**config.mk**
```make
export PLATFORM = sky130hd
export DESIGN_NAME = alu_wb_param_flat
export DESIGN_NICKNAME = d
export VERILOG_FILES = /design/src/rtl/alu_wb_param_if.sv /design/src/rtl/alu_wb_param.sv /design/src/flat_wrapper.sv
export SDC_FILE = /design/constraint.sdc
export NUM_CORES = 1
export LEC_CHECK = 0
export BUFFER_PORTS_ARGS = -buffer_cell sky130_fd_sc_hd__buf_2
export CAP_MARGIN = 20
export CORE_ASPECT_RATIO = 1.2
export CORE_UTILIZATION = 35
export CTS_CLUSTER_DIAMETER = 150
export DETAILED_ROUTE_END_ITERATION = 10
export GPL_TIMING_DRIVEN = 0
export HOLD_SLACK_MARGIN = 0.06
export SYNTH_ARGS = -nofsm -noshare
export SYNTH_HDL_FRONTEND = slang
export SYNTH_SLANG_ARGS = --single-unit
```
**constraint.sdc**
```tcl
create_clock -name i_clk -period 3.95 [get_ports i_clk]
set_input_delay 0.1975 -clock i_clk [delete_from_list [all_inputs] [get_ports i_clk]]
set_output_delay 0.1975 -clock i_clk [all_outputs]
set_load 0.01 [all_outputs]
```
**src/rtl/alu_wb_param_if.sv**
```systemverilog
// Wishbone pipelined single-beat bus bundle for alu_wb_param.
// Ports: stb/we/addr/data requests in, ack/stall/data/busy out.
interface alu_wb_param_if #(
    parameter int DATA_W = 8,
    parameter int ADDR_W = 4
);
    logic              i_wb_stb;
    logic              i_wb_we;
    logic [ADDR_W-1:0] i_wb_addr;
    logic [DATA_W-1:0] i_wb_data;
    logic              o_wb_ack;
    logic              o_wb_stall;
    logic [DATA_W-1:0] o_wb_data;
    logic              o_busy;

    modport slave (
        input  i_wb_stb, i_wb_we, i_wb_addr, i_wb_data,
        output o_wb_ack, o_wb_stall, o_wb_data, o_busy
    );

    modport master (
        output i_wb_stb, i_wb_we, i_wb_addr, i_wb_data,
        input  o_wb_ack, o_wb_stall, o_wb_data, o_busy
    );
endinterface

```
**src/rtl/alu_wb_param.sv**
```systemverilog
// Wishbone ALU peripheral: A/B operands, OP launches, OUT/OUT_HI/FLAGS.
// Ports: i_clk, reset (async high), bus (slave). ALU_WB_MUL_EN adds MUL.
module alu_wb_param #(
    parameter int DATA_W = 8,
    parameter int ADDR_W = 4
) (
    input  logic           i_clk,
    input  logic           reset,
    alu_wb_param_if.slave  bus
);
    logic [DATA_W-1:0] a, b, op, out, rdata;
    logic              fn, fv, fz, fc;
    logic              ack, busy, accept;
    logic [DATA_W-1:0] out_hi;
    logic [3:0]        opc;

    assign accept = bus.i_wb_stb & ~busy;
    assign opc    = bus.i_wb_data[3:0];

    assign bus.o_wb_ack   = ack;
    assign bus.o_wb_stall = busy;
    assign bus.o_wb_data  = rdata;
    assign bus.o_busy     = busy;

    logic [7:0]        flags8;
    logic [DATA_W-1:0] rd_val;
    assign flags8 = {fn, fv, 4'b0000, fz, fc};

    always_comb begin
        rd_val = '0;
        case (bus.i_wb_addr)
            ADDR_W'(0): rd_val = a;
            ADDR_W'(1): rd_val = b;
            ADDR_W'(2): rd_val = op;
            ADDR_W'(3): rd_val = out;
            ADDR_W'(4): rd_val = DATA_W'(flags8);
            ADDR_W'(5): rd_val = out_hi;
            ADDR_W'(6): rd_val = DATA_W'(busy);
            default:    rd_val = '0;
        endcase
    end

    // Arithmetic in DATA_W+1 bits; the top bit is the carry.
    logic [DATA_W:0] add_s, sub_s, cmp_s;
    assign add_s = {1'b0, a} + {1'b0, b} + {{DATA_W{1'b0}}, fc};
    assign sub_s = {1'b0, a} + {1'b0, ~b} + {{DATA_W{1'b0}}, fc};
    assign cmp_s = {1'b0, a} + {1'b0, ~b} + {{DATA_W{1'b0}}, 1'b1};

    localparam int M = DATA_W - 1;

    logic [DATA_W-1:0] nx_out;
    logic nx_n, nx_v, nx_z, nx_c, op_hit, wr_nz;

    always_comb begin
        nx_out = out;
        nx_n   = fn;
        nx_v   = fv;
        nx_z   = fz;
        nx_c   = fc;
        op_hit = 1'b1;
        wr_nz  = 1'b1;
        case (opc)
            4'h0: begin
                nx_out = add_s[M:0];
                nx_c   = add_s[DATA_W];
                nx_v   = (a[M] == b[M]) & (add_s[M] != a[M]);
            end
            4'h1: begin
                nx_out = sub_s[M:0];
                nx_c   = sub_s[DATA_W];
                nx_v   = (a[M] != b[M]) & (sub_s[M] != a[M]);
            end
            4'h2: nx_out = a & b;
            4'h3: nx_out = a | b;
            4'h4: nx_out = a ^ b;
            4'h5: begin
                nx_out = {a[M-1:0], 1'b0};
                nx_c   = a[M];
            end
            4'h6: begin
                nx_out = {1'b0, a[M:1]};
                nx_c   = a[0];
            end
            4'h7: begin
                nx_out = {a[M-1:0], fc};
                nx_c   = a[M];
            end
            4'h8: begin
                nx_out = {fc, a[M:1]};
                nx_c   = a[0];
            end
            4'h9: begin
                wr_nz = 1'b0;
                nx_n  = cmp_s[M];
                nx_z  = (cmp_s[M:0] == '0);
                nx_c  = cmp_s[DATA_W];
            end
            4'hA: nx_out = a + 1'b1;
            4'hB: nx_out = a - 1'b1;
            default: begin
                op_hit = 1'b0;
                wr_nz  = 1'b0;
            end
        endcase
        if (wr_nz) begin
            nx_n = nx_out[M];
            nx_z = (nx_out == '0);
        end
    end

`ifdef ALU_WB_MUL_EN
    localparam int CW = $clog2(DATA_W);
    logic [2*DATA_W-1:0] mcand, acc, acc_nx;
    logic [DATA_W-1:0]   mplr;
    logic [CW-1:0]       cnt;
    logic                busy_q;

    assign busy   = busy_q;
    assign acc_nx = acc + (mplr[0] ? mcand : '0);
`else
    assign busy   = 1'b0;
    assign out_hi = '0;
`endif

    always_ff @(posedge i_clk or posedge reset) begin
        if (reset) begin
            a     <= '0;
            b     <= '0;
            op    <= '0;
            out   <= '0;
            rdata <= '0;
            ack   <= 1'b0;
            fn    <= 1'b0;
            fv    <= 1'b0;
            fz    <= 1'b0;
            fc    <= 1'b0;
`ifdef ALU_WB_MUL_EN
            out_hi <= '0;
            busy_q <= 1'b0;
            cnt    <= '0;
            mcand  <= '0;
            mplr   <= '0;
            acc    <= '0;
`endif
        end else begin
            ack <= accept;
            if (accept && !bus.i_wb_we)
                rdata <= rd_val;
            if (accept && bus.i_wb_we) begin
                case (bus.i_wb_addr)
                    ADDR_W'(0): a <= bus.i_wb_data;
                    ADDR_W'(1): b <= bus.i_wb_data;
                    ADDR_W'(2): begin
                        op <= bus.i_wb_data;
                        if (op_hit) begin
                            out <= nx_out;
                            fn  <= nx_n;
                            fv  <= nx_v;
                            fz  <= nx_z;
                            fc  <= nx_c;
`ifdef ALU_WB_MUL_EN
                            out_hi <= '0;
`endif
                        end
`ifdef ALU_WB_MUL_EN
                        if (opc == 4'hC) begin
                            busy_q <= 1'b1;
                            cnt    <= '0;
                            mcand  <= {{DATA_W{1'b0}}, a};
                            mplr   <= b;
                            acc    <= '0;
                        end
`endif
                    end
                    ADDR_W'(4): begin
                        fn <= bus.i_wb_data[7];
                        fv <= bus.i_wb_data[6];
                        fz <= bus.i_wb_data[1];
                        fc <= bus.i_wb_data[0];
                    end
                    default: ;
                endcase
            end
`ifdef ALU_WB_MUL_EN
            // One multiplier bit per cycle; last step commits the product.
            if (busy_q) begin
                acc   <= acc_nx;
                mcand <= mcand << 1;
                mplr  <= mplr >> 1;
                cnt   <= cnt + 1'b1;
                if (cnt == CW'(DATA_W - 1)) begin
                    busy_q <= 1'b0;
                    cnt    <= '0;
                    out    <= acc_nx[DATA_W-1:0];
                    out_hi <= acc_nx[2*DATA_W-1:DATA_W];
                    fz     <= (acc_nx == '0);
                    fn     <= acc_nx[2*DATA_W-1];
                    fc     <= 1'b0;
                end
            end
`endif
        end
    end
endmodule

```
**src/flat_wrapper.sv**
```systemverilog
// flat-port wrapper written by rule: the top's interface ports become plain ports
module alu_wb_param_flat 
#(
    parameter int DATA_W = 8,
    parameter int ADDR_W = 4
)
  (i_clk, reset, bus_i_wb_stb, bus_i_wb_we, bus_i_wb_addr, bus_i_wb_data, bus_o_wb_ack, bus_o_wb_stall, bus_o_wb_data, bus_o_busy);
  alu_wb_param_if #(.DATA_W(DATA_W), .ADDR_W(ADDR_W)) bus_i ();
  input  logic i_clk;
  input  logic reset;
  input wire logic [$bits(bus_i.i_wb_stb)-1:0] bus_i_wb_stb;
  input wire logic [$bits(bus_i.i_wb_we)-1:0] bus_i_wb_we;
  input wire logic [$bits(bus_i.i_wb_addr)-1:0] bus_i_wb_addr;
  input wire logic [$bits(bus_i.i_wb_data)-1:0] bus_i_wb_data;
  output wire logic [$bits(bus_i.o_wb_ack)-1:0] bus_o_wb_ack;
  output wire logic [$bits(bus_i.o_wb_stall)-1:0] bus_o_wb_stall;
  output wire logic [$bits(bus_i.o_wb_data)-1:0] bus_o_wb_data;
  output wire logic [$bits(bus_i.o_busy)-1:0] bus_o_busy;
  assign bus_i.i_wb_stb = bus_i_wb_stb;
  assign bus_i.i_wb_we = bus_i_wb_we;
  assign bus_i.i_wb_addr = bus_i_wb_addr;
  assign bus_i.i_wb_data = bus_i_wb_data;
  assign bus_o_wb_ack = bus_i.o_wb_ack;
  assign bus_o_wb_stall = bus_i.o_wb_stall;
  assign bus_o_wb_data = bus_i.o_wb_data;
  assign bus_o_busy = bus_i.o_busy;
  alu_wb_param #(.DATA_W(DATA_W), .ADDR_W(ADDR_W)) u_core (.i_clk(i_clk), .reset(reset), .bus(bus_i));
endmodule
```
Yosys cells after proc, flatten, opt, wreduce, memory -nomap -nowiden
Index checks and enable logic that the tools add are counted.

Add/subtract/negate cells: 7. Eq/ne operators: 23. Mux-type cells: 18. Bitwise operators: 6. Reduce and logical (&&, ||, !) cells: 19.

Operator list (number): 8-bit case mux with 11 select lines (1); 8-bit case mux with 5 select lines (1); 4-bit by 3-bit equality test with 1-bit output, second input constant (5); 8-bit by 8-bit adder with 9-bit output (2); 9-bit by 1-bit adder with 9-bit output (2); 4-bit by 2-bit equality test with 1-bit output, second input constant (4); 4-bit equality test, second input constant (4); 8-bit logical NOT (2); 4-bit AND reduction (3); 12-bit OR reduction (1); 11-bit OR reduction (1); 1-bit 2-to-1 mux (10); 1-bit case mux with 2 select lines (5); 9-bit by 1-bit adder with 9-bit output, second input constant (1); 8-bit by 1-bit adder with 8-bit output, second input constant (1); 8-bit AND (1); 4-bit by 1-bit equality test with 1-bit output, second input constant (2); 4-bit logical NOT (2); 8-bit NOT (1); 8-bit bitwise OR (1); 8-bit by 1-bit subtractor with 8-bit output, second input constant (1); 8-bit XOR (1); 6-bit != test, second input constant (1); 2-bit AND reduction (3); other kinds (12) (17).

Bits in registers: 45. Bits of input ports: 16. Output and inout port bits: 11. Logic and storage cells: 83.

Depth between registers and ports, before layout
Word-level depth: 8. Gate-level depth with buffers: 12. Depth with buffers taken out: 12.

Worst setup path after synthesis
Ideal clock, no wire load.

Kind: register to register. From: register u_core.a[2]. To: register u_core.fv. Setup time: 130 ps. Arrival time: 3096 ps. Required time: 3820 ps. Path slack: 724 ps. Stages on the path, launching flop included: 13. Path buffers: 2. Clock period less this slack: 3226 ps. Cells stage by stage: dfrtp_1 clkbuf_1 inv_1 ha_1 buf_4 nand2b_1 a2111oi_0 a2111oi_1 xnor2_1 nor3b_4 xnor3_1 a311oi_1 o31ai_1.

Cells in the longest elaborated chain, start to end: 7. Elaborated cells on any way between the ends: 11. Classes of those cells: add/sub (4); eq/ne (2); mux (3); bitwise (2).

Ends and longest elaborated chain: start: declaration (RTL line alu_wb_param.sv:11) `logic [DATA_W-1:0] a, b, op, out, rdata;`; start signal: assignment (RTL line alu_wb_param.sv:151) `ADDR_W'(0): a <= bus.i_wb_data;`; 8-bit by 8-bit adder with 9-bit output (on tied branches) (RTL line alu_wb_param.sv:46, alu_wb_param.sv:45); 9-bit by 1-bit adder with 9-bit output (on tied branches) (RTL line alu_wb_param.sv:46, alu_wb_param.sv:45); 1-bit != test (on tied branches) (RTL line alu_wb_param.sv:71, alu_wb_param.sv:66); 1-bit AND (on tied branches) (RTL line alu_wb_param.sv:71, alu_wb_param.sv:66); 1-bit case mux with 2 select lines (*) (RTL line alu_wb_param.sv:62) `case (opc)`; 1-bit 2-to-1 mux (*) (RTL line alu_wb_param.sv:155) `if (op_hit) begin`; 1-bit case mux with 2 select lines (*) (RTL line alu_wb_param.sv:150) `case (bus.i_wb_addr)`; end signal: assignment (RTL line alu_wb_param.sv:158) `fv <= nx_v;`; end signal: assignment (RTL line alu_wb_param.sv:177) `fv <= bus.i_wb_data[6];`; end: declaration (RTL line alu_wb_param.sv:12) `logic fn, fv, fz, fc;`.

Every way passes the cells marked *; elsewhere a longest branch is shown, timed or not. The select of a mux whose other input is x is not followed. A chain may end at the register's enable or synchronous reset.

Final worst setup path
From: register u_core.a[4]. To: register u_core.fv.

The elaborated chain is that of the path after synthesis.

==> impl_results.md <==
- Slew @ Worst Pin: between 800 and 900 ps
- PortBufs: 21
- Hold-critical path endpoint: u_core.b[4]$_DFFE_PP0P_
- Final hold slack: around 140 ps
- Vertical die dimension: 122.6 um
- Critical R2R Capture: u_core.fv$_DFFE_PP0P_
- Area of the core region: around 12000 um^2
- Post-Synthesis Cells: slightly above 500
- Count of nets after finishing: roughly 600
- Initial Utilization: 36.32%
- Leakage power: 2.003 nW
- Fraction of registers with async set/reset: 100.0%
- Setup violation total in the final timing report: 0
- Critical Path End Type: flip-flop
- Layout filler cell count: between 1000 and 1500
- Gp weighted congestion: 0.9786
- Top cells by area, synth: sky130_fd_sc_hd__dfrtp_1 (27%), sky130_fd_sc_hd__ha_1 (8.0%), sky130_fd_sc_hd__o21ai_0 (5.0%)
- Register-to-register setup slack: around 220 ps
- Launching point of the worst reg2reg path: u_core.a[4]$_DFFE_PP0P_
- Max-Slew Margin vs Limit: ~44%
- Skew-Pair Late Insertion Delay: 290 ps
- Arrival time worst endpoint: around 3900 ps
- Number of diodes: 0
- Die extent in x: a little over 100 um
- Share of final-layout standard cells stronger than drive strength 1: between 10% and 20%
- Crit start category: flip-flop
- Min-Delay Startpoint: bus_i_wb_data[4]
- Number of cell instances on the worst register-to-register path: 12
- Routed via count: 4217
- Initial DRC Count: 377
- Fmax: 267.8 MHz
- Clock transition at the registers of the reported paths: about 60 ps
- First-pass DRT Iterations: 5
- Worst-path cell chain: clkbuf_2, inv_1, ha_1, buf_2, inv_2, and3_1, a2111oi_1, xnor2_1, nor3b_4, xnor3_1, a311oi_1, o31ai_1
- RSZ-0062 raised after global routing: false
- Worst ir drop on vdd: around 0.00021 V
- GRT Overall Usage: around 23%
- Most instantiated flip-flop cell in the synthesis netlist: sky130_fd_sc_hd__dfrtp_1
- Combined buffer and inverter count along the critical path: 4
- Shortest clock period the worst path allows after layout: roughly 3700 ps
- Clk buf depth: 2
- Power density normalized to cell area: approximately 470 nW/um^2
- Placed wire-length estimate after detailed placement: between 10 and 15 mm
- Syn avg cell area: ~8.2 um^2
- Worst setup path category: flip-flop to flip-flop
- Area enclosed by the die boundary: about 13000 um^2
- Max Fanout on Critical Path: 10
- Required time at the endpoint of the critical path: between 4000 and 5000 ps
- Area share of the largest cell type after synthesis: between 20% and 30%
- I/O pin count: 27
- Number of cells on the worst hold path: 3
- Run status: complete, no violations
- Largest net degree at the start of global routing: 40
- Summed instance area of the synthesized netlist: around 4200 um^2
- Number of distinct library cells after synthesis: 73
- Synth-to-layout area growth: 12.25%
- Number of enable flip-flop cells after synthesis: 0
- Maximum single-stage delay on the critical path: between 500 and 600 ps
- Average routed wire per standard cell: between 20 and 25 um
- Total count of hold-check failures in the final report: 0
- Final setup skew: around 5.4 ps
- Multi-input combinational cell area: ~2900 um^2
- Summed negative setup slack over all endpoints: 0 ps
- Flip-flop and latch count after synthesis: 45
- Final worst-path cycle share: 94.52%
- Total design power: roughly 2.2 mW
- Number of remaining DRC errors: 0
- Via count of the first global-routing pass: between 4000 and 5000
- CTS tree: done
- Grt total ovfl: 0
- Yosys warning count: 0
- Number of nets still failing antenna checks after routing: 0
- Number of violations of the max-capacitance limit: 0
- Cell taking the most area after synthesis: sky130_fd_sc_hd__dfrtp_1
- Number of clock sinks: 45
- H-tree depth: 2
- Num rows: 43
- Path class of the lowest-slack min-delay path: input port to flip-flop
- Final-report max-slew violation count: 0
- Wire length of the first global-routing pass: roughly 22 mm
- Master of the slowest instance on the critical path: sky130_fd_sc_hd__a2111oi_1
- Root Buffer: sky130_fd_sc_hd__clkbuf_16
- CP delay by family, top: compound AO/OA/AOI/OAI gates
- Total clock buffers created by CTS: 5
- Area taken by flip-flops and latches: about 1100 um^2
- Sequential area share after synthesis: 26.56%
- Aggregate routed wire length: about 14 mm
- Number of antenna violations at the first check in global routing: 0
- Post-DR vias/cell: 5.965
==> logic make-up (layout without fill, tap and decap cells) <==
kind of cell / Yosys count / after routing / share of synthesized area [%]
other: 1 / 2 / 0.08844
xor gates and xnor gates: 21 / 21 / 4.662
and+or+nand+nor: 166 / 166 / 20.42
AOI/OAI and AO/OA: 162 / 162 / 26.26
buffers and inverters: 68 / 99 / 6.344
muxes: 25 / 25 / 6.285
adders and majority gates: 30 / 30 / 9.383
DFF: 45 / 45 / 26.56
==> final cells by class <==
class,instances,share of cell area (%)
buffer,36,3.181
clock buffer,5,2.629
clock inverter,2,0.7361
inverter,31,2.445
multi-input combinational,406,60.02
sequential,45,23.66
tap,157,4.127
timing repair buffer,25,3.207
==> power breakdown <==
| part | switching (mW) | internal, mW |
|---|---|---|
| Combinational | 0.660 | 0.449 |
| Sequential | 0.100 | 0.548 |
| Clock | 0.169 | 0.294 |
| Total | 0.930 | 1.29 |
==> synth_stat cells, drive strengths merged, types with 13 or more instances <==
cell type and number:
xnor2 15, nand3 14, nand2 39, clkbuf 27, nor3 17, nor2 35, ha 27, inv 31
o21ai 43, mux2 13, a21oi 27, dfrtp 45
==> worst max path at each step <==
| stage | slack (ps) | depth (start not counted) | from | to |
|---|---|---|---|---|
| floorplan | 720 | 12 | u_core.a[2]$_DFFE_PP0P_ | u_core.fv$_DFFE_PP0P_ |
| global placement | 60 | 12 | u_core.a[4]$_DFFE_PP0P_ | u_core.fv$_DFFE_PP0P_ |
| detailed placement | 40 | 12 | u_core.a[4]$_DFFE_PP0P_ | u_core.fv$_DFFE_PP0P_ |
| CTS | 90 | 12 | u_core.a[2]$_DFFE_PP0P_ | u_core.fv$_DFFE_PP0P_ |
| global route | 40 | 12 | u_core.a[4]$_DFFE_PP0P_ | u_core.fv$_DFFE_PP0P_ |
| finish | 220 | 12 | u_core.a[4]$_DFFE_PP0P_ | u_core.fv$_DFFE_PP0P_ |
==> through the flow <==
step	setup WS (ps)	utilization (%)	std cells	cell area, um^2
6_report	216.4	40.77	707	4760
4_1_cts	86.42	40.66	707	4747
3_5_place_dp	42.46	39.11	698	4566
3_3_place_gp	56.94	38.93	697	4546
5_1_grt	43.31	40.77	707	4760
2_1_floorplan	724.4	-	519	4244
==> sequential cells by signal (all words and copies together), names as in the netlist <==
register and cells:
u_core.a 8, u_core.b 8, u_core.bus.o_wb_ack 1, u_core.bus.o_wb_data 8, u_core.fc 1, u_core.fn 1
u_core.fv 1, u_core.fz 1, u_core.op 8, u_core.out 8
==> worst min-delay path, cell delays in order <==
cell and delay, ps:
sky130_fd_sc_hd__buf_2 90, sky130_fd_sc_hd__nand2_1 40, sky130_fd_sc_hd__o21ai_0 60
==> placed cells by master (no fill, tap or decap), types with 6 or more instances in the layout <==
master                      n
sky130_fd_sc_hd__nand2_1   39
sky130_fd_sc_hd__xnor2_1   15
sky130_fd_sc_hd__nor3_1    17
sky130_fd_sc_hd__nand3_1   14
sky130_fd_sc_hd__o21a_1     6
sky130_fd_sc_hd__a22oi_1   12
sky130_fd_sc_hd__mux2_2    13
sky130_fd_sc_hd__o221ai_1   6
sky130_fd_sc_hd__and3_1     6
sky130_fd_sc_hd__buf_2     23
sky130_fd_sc_hd__dfrtp_1   45
sky130_fd_sc_hd__o22ai_1    6
sky130_fd_sc_hd__nor2_1    35
sky130_fd_sc_hd__or3_1     10
sky130_fd_sc_hd__a22o_1     7
sky130_fd_sc_hd__nor2b_1   10
sky130_fd_sc_hd__a211oi_1   8
sky130_fd_sc_hd__o21ai_0   42
sky130_fd_sc_hd__clkbuf_1  24
sky130_fd_sc_hd__inv_1     28
sky130_fd_sc_hd__a21oi_1   27
sky130_fd_sc_hd__mux2i_1   12
sky130_fd_sc_hd__ha_1      27
==> timing repair <==
item	in CTS	in global routing
pin swaps	0	1
setup buffers	0	1
resized for setup	1	4
endpoints found under the setup margin	1	5
hold endpoints to repair	7	0
hold buffers	2	0
==> layer usage <==
layer	wire, um	share of wire [%]	vias up	global-route usage (%)
li1	-	-	1959	-
met4	667	4.7	0	12.05
met2	6961	49	172	39.79
met3	662	4.7	41	2.107
met1	5871	41	2045	28.64
met5	0	0	-	0
Power figures use the tool's default switching activity.
